### src/rtl/gate_bank_pkg.sv
// Shared encodings and the bitwise gate function for the gate bank.
// Optional parity output is enabled by GATE_BANK_PIPE_PARITY_EN.
package gate_bank_pkg;

    localparam logic [2:0] FN_OR   = 3'd0;
    localparam logic [2:0] FN_AND  = 3'd1;
    localparam logic [2:0] FN_NOR  = 3'd2;
    localparam logic [2:0] FN_NAND = 3'd3;
    localparam logic [2:0] FN_XOR  = 3'd4;
    localparam logic [2:0] FN_XNOR = 3'd5;
    localparam logic [2:0] FN_BUFA = 3'd6;
    localparam logic [2:0] FN_NOTA = 3'd7;

    localparam logic [0:0] ST_RUN   = 1'b0;
    localparam logic [0:0] ST_FLUSH = 1'b1;

    // Widest bank supported; callers zero-extend and slice.
    localparam int GB_MAX_W = 64;

    typedef logic [GB_MAX_W-1:0] gb_word_t;

    function automatic gb_word_t gate_eval(
        input logic [2:0] func,
        input gb_word_t   a,
        input gb_word_t   b
    );
        gb_word_t r;
        r = '0;
        unique case (func)
            FN_OR:   r = a | b;
            FN_AND:  r = a & b;
            FN_NOR:  r = ~(a | b);
            FN_NAND: r = ~(a & b);
            FN_XOR:  r = a ^ b;
            FN_XNOR: r = ~(a ^ b);
            FN_BUFA: r = a;
            FN_NOTA: r = ~a;
        endcase
        return r;
    endfunction

endpackage

### src/rtl/gate_bank_pipe_stage.sv
// One pipeline register: data plus valid, with sync reset and valid clear.
// Data only loads on a valid beat so the tail holds the last result.
module gate_bank_pipe_stage #(
    parameter int W = 4
) (
    input  logic         clk,
    input  logic         rst,
    input  logic         clr,
    input  logic         in_valid,
    input  logic [W-1:0] in_data,
    output logic         out_valid,
    output logic [W-1:0] out_data
);

    logic load;
    assign load = in_valid & ~clr;

    // Advance valid every cycle; capture data only on a live beat.
    always_ff @(posedge clk) begin
        if (rst) begin
            out_valid <= 1'b0;
            out_data  <= '0;
        end else begin
            out_valid <= load;
            if (load) begin
                out_data <= in_data;
            end
        end
    end

endmodule

### src/rtl/gate_bank_pipe.sv
// CHANNELS 2-input gates with run-time function select behind a DEPTH pipeline.
// Define GATE_BANK_PIPE_PARITY_EN to add the registered Y_PAR output.
module gate_bank_pipe
    import gate_bank_pkg::*;
#(
    parameter int CHANNELS = 4,
    parameter int DEPTH    = 2
) (
    input  logic                CLK,
    input  logic                RST,
    input  logic [CHANNELS-1:0] A,
    input  logic [CHANNELS-1:0] B,
    input  logic [2:0]          FUNC,
    input  logic                IN_VALID,
    output logic [CHANNELS-1:0] Y,
    output logic                Y_VALID,
`ifdef GATE_BANK_PIPE_PARITY_EN
    output logic                Y_PAR,
`endif
    output logic                BUSY
);

`ifdef GATE_BANK_PIPE_PARITY_EN
    localparam int W = CHANNELS + 1;
`else
    localparam int W = CHANNELS;
`endif
    localparam int CW = $clog2(DEPTH + 1);

    logic [0:0]          state_q;
    logic [2:0]          fn_q;
    logic [CW-1:0]       cnt_q;
    logic                fn_chg;
    logic                flush_start;
    logic                accept;
    gb_word_t            ev_full;
    logic                ev_unused;
    logic [CHANNELS-1:0] res;
    logic [W-1:0]        sd [DEPTH+1];
    logic                sv [DEPTH+1];

    assign fn_chg      = (FUNC != fn_q);
    assign flush_start = (state_q == ST_RUN) && fn_chg;
    assign accept      = (state_q == ST_RUN) && !fn_chg && IN_VALID;
    assign BUSY        = (state_q == ST_FLUSH);

    assign ev_full   = gate_eval(fn_q, gb_word_t'(A), gb_word_t'(B));
    assign ev_unused = ^ev_full;
    assign res       = ev_full[CHANNELS-1:0];

`ifdef GATE_BANK_PIPE_PARITY_EN
    assign sd[0] = {^res, res};
    assign Y_PAR = sd[DEPTH][CHANNELS];
`else
    assign sd[0] = res;
`endif
    assign sv[0] = accept;

    // Function latch and flush sequencing; any FUNC change restarts the flush.
    always_ff @(posedge CLK) begin
        if (RST) begin
            state_q <= ST_RUN;
            fn_q    <= FN_OR;
            cnt_q   <= '0;
        end else if (fn_chg) begin
            state_q <= ST_FLUSH;
            fn_q    <= FUNC;
            cnt_q   <= CW'(DEPTH);
        end else if (state_q == ST_FLUSH) begin
            cnt_q <= cnt_q - CW'(1);
            if (cnt_q == CW'(1)) begin
                state_q <= ST_RUN;
            end
        end
    end

    for (genvar i = 0; i < DEPTH; i++) begin : g_stage
        gate_bank_pipe_stage #(
            .W(W)
        ) u_stage (
            .clk      (CLK),
            .rst      (RST),
            .clr      (flush_start),
            .in_valid (sv[i]),
            .in_data  (sd[i]),
            .out_valid(sv[i+1]),
            .out_data (sd[i+1])
        );
    end

    assign Y       = sd[DEPTH][CHANNELS-1:0];
    assign Y_VALID = sv[DEPTH];

endmodule

### config.mk
export PLATFORM = sky130hd
export DESIGN_NAME = gate_bank_pipe
export DESIGN_NICKNAME = d
export VERILOG_FILES = /design/src/rtl/gate_bank_pkg.sv /design/src/rtl/gate_bank_pipe_stage.sv /design/src/rtl/gate_bank_pipe.sv
export SDC_FILE = /design/constraint.sdc
export NUM_CORES = 1
export LEC_CHECK = 0
export BUFFER_PORTS_ARGS = -buffer_cell sky130_fd_sc_hd__buf_2
export CAP_MARGIN = 20
export CORE_UTILIZATION = 30
export CTS_CLUSTER_SIZE = 8
export DETAILED_ROUTE_END_ITERATION = 10
export PLACE_DENSITY_LB_ADDON = 0.2
export SLEW_MARGIN = 20
export SYNTH_ARGS = -nofsm -noshare
export SYNTH_HDL_FRONTEND = slang
export SYNTH_SLANG_ARGS = --single-unit
### constraint.sdc
create_clock -name CLK -period 1.2 [get_ports CLK]
set_input_delay 0.06 -clock CLK [delete_from_list [all_inputs] [get_ports CLK]]
set_output_delay 0.06 -clock CLK [all_outputs]
set_load 0.005 [all_outputs]
# Yosys cells after proc, flatten, opt, wreduce, memory -nomap -nowiden
# Index checks and enable logic that the tools add are counted.
# W data, S select, Z words.
# totals
reg_bits	16
inputBits	14
output_inout_bits	6
elab_cells	42
# op_classes
add_sub_neg	1
n_eq_ne	9
mux	6
bitwise_logic	11
n_reduce_logical	7
# ops
operator	n
$pmux W4 S8	1
$not A4 Y4	4
$eq A3 B3 Y1 const B	4
$eq A3 B2 Y1 const B	2
$and A4 B4 Y4	1
$mux W2	2
$or A4 B4 Y4	1
$xor A4 B4 Y4	1
$eq A3 B1 Y1 const B	1
$logic_and A1 B1 Y1	3
$logic_not A3 Y1	1
$mux W1	3
$ne A3 B3 Y1	1
$and A1 B1 Y1	2
$eq A2 B1 Y1 const B	1
$not A1 Y1	2
$reduce_bool A2 Y1	1
$reduce_or A2 Y1	1
$sub A2 B1 Y2 const B	1
$logic_not A1 Y1	1

# Logic depth before layout (Yosys ltp)
# depth
depth_word	5
mapped_depth	6
depth_no_buf	6

# Modules after synthesis
# Synthesis repeated with hierarchy kept, for this count alone.
# unflattened
hier_cells	107
hier_area_um2	1031.0
# modules_own_cells
module	instances	cells_per_inst	area_each_um2	seq_area_each_um2
gate_bank_pipe	1	69	608.1	120.1
gate_bank_pipe_stage	2	19	211.5	100.1

# Worst setup path after synthesis
# Ideal clock, no wire load.
# synth_path
path_type	register to register
startpoint	reg fn_q[1]
endpoint	reg g_stage[0].u_stage.out_data[3]
setup_ns	0.133
arrival_ns	1.220
required_time_ns	1.067
slack_ns	-0.153
stages_incl_launch_ff	7
n_path_buf	2
synth_period_minus_slack_ns	1.353
cell_sequence	dfxtp_1 > buf_2 > buf_4 > mux2i_1 > mux2i_1 > a221oi_1 > o22ai_1
# synth_via
elab_chain_len	5
word_cells_on_any_way	16
classes_between	eq/ne (8); mux (1); bitwise (2); reduce/logical (5)
# synth_lines
element	line_no	text
from (decl)	gate_bank_pipe.sv:31	logic [2:0] fn_q;
from (signal assigned)	gate_bank_pipe.sv:63	fn_q <= FN_OR;
from (signal assigned)	gate_bank_pipe.sv:67	fn_q <= FUNC;
$ne A3 B3 Y1	gate_bank_pipe.sv:42	assign fn_chg = (FUNC != fn_q);
$logic_not A1 Y1	gate_bank_pipe.sv:44	assign accept = (state_q == ST_RUN) && !fn_chg && IN_VALID;
$logic_and A1 B1 Y1 (2 in a row)	gate_bank_pipe.sv:44	
$and A1 B1 Y1	gate_bank_pipe_stage.sv:16	assign load = in_valid & ~clr;
to (signal assigned)	gate_bank_pipe_stage.sv:26	out_data <= in_data;
to (decl)	gate_bank_pipe_stage.sv:12	output logic [W-1:0] out_data
# Parallel ways exist; a longest one is shown, timed or not.
# A chain may end at the register's enable or synchronous reset.

# Final worst setup path
# layout_path
startpoint	reg fn_q[0]
endpoint	reg g_stage[1].u_stage.out_data[1]
# layout_via
elab_chain_len	4
# layout_lines
element	line_no	text
$ne A3 B3 Y1	gate_bank_pipe.sv:42	
$logic_and A1 B1 Y1	gate_bank_pipe.sv:43	assign flush_start = (state_q == ST_RUN) && fn_chg;
$not A1 Y1	gate_bank_pipe_stage.sv:16	
$and A1 B1 Y1	gate_bank_pipe_stage.sv:16	
to (signal assigned)	gate_bank_pipe_stage.sv:26	
to (decl)	gate_bank_pipe_stage.sv:12	
# No other way between the ends.

==> impl_results.md <==
- Via count: between 800 and 900
- Syn Nets: 132
- Share of post-route cells with drive strength above 1: between 30% and 40%
- Initial core utilization: roughly a third
- CTS sink count: 16
- CORE AREA: around 0.0031 mm2
- H-tree Lvls: 1
- Final ANT Viol Nets: 0
- Vias in the first global route: between 700 and 800
- CP max FO: 7
- Grt ovf: 0
- RSZ-0062 raised after global routing: true
- Fin crit period: about 1.4 ns
- Drt drc: 0
- Initial drt markers: 25
- Fmax: roughly 720 MHz
- Commonest non-fill, non-tap cell in the layout: buf_2
- Cts bufs inserted: 3
- Synth-to-layout area growth: 34.20%
- Async S/R FF share, synth: 0%
- Via density per instance: 4.492
- Final Max Tran Viols: 0
- Commonest cells after routing, fill and taps aside: buf_2, dfxtp_1, inv_1
- Die Y: between 60 and 70 um
- Most used DFF post-synth: dfxtp_1
- CTS tree: built
- Kind of critical path: flip-flop to flip-flop
- Final worst-path setup slack: -0.1941 ns
- Post CTS Setup Buffer Count: 0
- R2r setup slk: -0.19 ns
- Chip width: about 60 um
- Worst hold path class: primary input to flip-flop
- Root buffer cell: clkbuf_4
- Setup crit end kind: flip-flop
- Critical Path, Cell by Cell: xor2_4, o41a_4, mux2i_1, nor2_1
- Synth Cell Area: 0.001010 mm2
- PD cells: ~830 mW/mm2
- Initial antenna violation count: 0
- Largest net degree at the start of global routing: 17
- Nets@finish: between 150 and 200
- Library cells used by synthesis: 31
- DR pass1 iterations: 2
- Failing checks: setup timing
- Period Utilization, post-route: 116.2%
- Status: complete, but fails checks
- Rows: 20
- First-pass GRT wire length: 3.291 mm
- Routability congestion estimate: 0.6969
- Req. time, crit path: 1.37 ns
- Leakage: about 0.65 nW
- # port buffers: 19
- Peak VDD IR: between 0.3 and 0.4 mV
- Worst-Margin Slew: around 0.26 ns
- Max cap viols: 0
- Fin. Hold Viols: 0
- DP HPWL: 1.616 mm
- DIE AREA: 0.003602 mm2
- CTS max path bufs: 2
- Max_slew headroom: between 80% and 90%
- Gr usage total: between 10% and 20%
- Power after layout: approximately 1.1 mW
- Avg Inst Size Synth: 9.263 um2
- Cells after Synth: between 100 and 150
- Latest clock arrival within the worst-skew pair: 0.28 ns
- DR WL/cell: between 10 and 15 um
- Yosys synthesis warning count: 0
- Yosys reg bits: 16
- Dpl ws: -0.2038 ns
- Seq/Total Area, Yosys: about a third
- CP max stage delay: 0.54 ns
- Crit path DAT: between 1.5 and 2 ns
- Number of diodes: 0
- I/O pin cnt: 20
- CP Launch Type: flip-flop
- Layout Skew: between 0.0005 and 0.0006 ns
- Post-synth EDFFs: 0
- Worst-path clk slew: 0.08 ns
- Final WL: 1.971 mm
- Setup Viol. Count Final: 10
- Setup TNS: -1.026 ns
- Slowest library cell on the worst path: o41a_4
-- cell type report --
cell class,count,area [um2]
Fill cell,309,1773
Clock buffer,3,22.52
Inverter,11,41.29
Sequential cell,16,322.8
Multi-Input combinational cell,77,686.9
Timing Repair Buffer,34,226.5
Tap cell,44,55.05
-- path summary, 6_finish.rpt --
| kind | start | end | cells past startpoint |
|---|---|---|---|
| min | FUNC[2] | fn_q[2] | 2 |
| min reg2reg | g_stage[1].u_stage.out_data[3] | g_stage[1].u_stage.out_data[3] | 2 |
| max reg2reg | fn_q[0] | g_stage[1].u_stage.out_data[1] | 4 |
| max | fn_q[0] | g_stage[1].u_stage.out_data[1] | 4 |
-- synthesized netlist by cell type, drive strengths merged, types with 2 or more instances --
library cell   n  area, um2
a221oi         2      17.52
ha             9      112.6
dfxtp         16      320.3
nand2          3      11.26
xor2           6      52.55
inv           11      41.29
nor2b          4      25.02
a21oi          3      15.01
xnor2          4      35.03
nand3b         2      15.01
o22ai          2      12.51
mux2i          9      90.09
nand2b         9      56.30
buf            4      22.52
nor2           7      26.28
nor3           2      10.01
o21ai          3      15.01
-- cells by family (layout without fill, tap and decap cells) --
family	count (synthesis)	after routing	synth area share [%]
fa+ha+maj	9	9	11.15
simple gates	31	31	18.21
mux	10	10	10.04
compound gates	17	17	13.51
buf+inv	16	48	6.691
flops	16	16	31.72
xor+xnor	10	10	8.674
-- state kept, by name, indices dropped and copies added (netlist names) --
signal and cells:
fn_q 3, BUSY 1, g_stage.u_stage.out_valid 2, cnt_q 2
g_stage.u_stage.out_data 8
-- per-stage QoR --
stage,cells,hold slack [ns],util (%),instance area (um2)
6_report,185,0.03647,43.32,1355
5_1_grt,185,0.02283,43.32,1355
4_1_cts,185,0.03327,42.92,1343
3_5_place_dp,182,0.3224,40.60,1270
3_3_place_gp,182,0.2997,40.60,1270
2_1_floorplan,109,0.1242,-,1044
-- worst max-delay path: cells and delay by family (launching register included) --
kind             cells  cell delay [ns]
XOR/XNOR             1             0.17
multiplexers         1             0.17
flip-flops           1             0.35
AND/OR/NAND/NOR      1             0.05
AO/OA/AOI/OAI        1             0.54
-- timing repair --
action	CTS	global route
resized for setup	10	3
hold buffers	0	0
setup endpoints to repair	11	11
pin swaps	4	2
-- layer usage --
| metal | GRT usage (%) | routed length [um] | part of all wire (%) | up-vias |
|---|---|---|---|---|
| li1 | - | - | - | 435 |
| met3 | 4.545 | 60 | 3.0 | 0 |
| met5 | 0 | 0 | 0 | - |
| met4 | 0.9967 | 0 | 0 | 0 |
| met1 | 14.68 | 906 | 46 | 383 |
| met2 | 21.75 | 1003 | 51 | 13 |
-- power breakdown --
group / switching, mW / internal, mW
clock network: 0.155 / 0.116
registers: 0.0120 / 0.548
logic: 0.142 / 0.152
total: 0.308 / 0.816
Note: power is estimated with default switching activity, not from simulation.
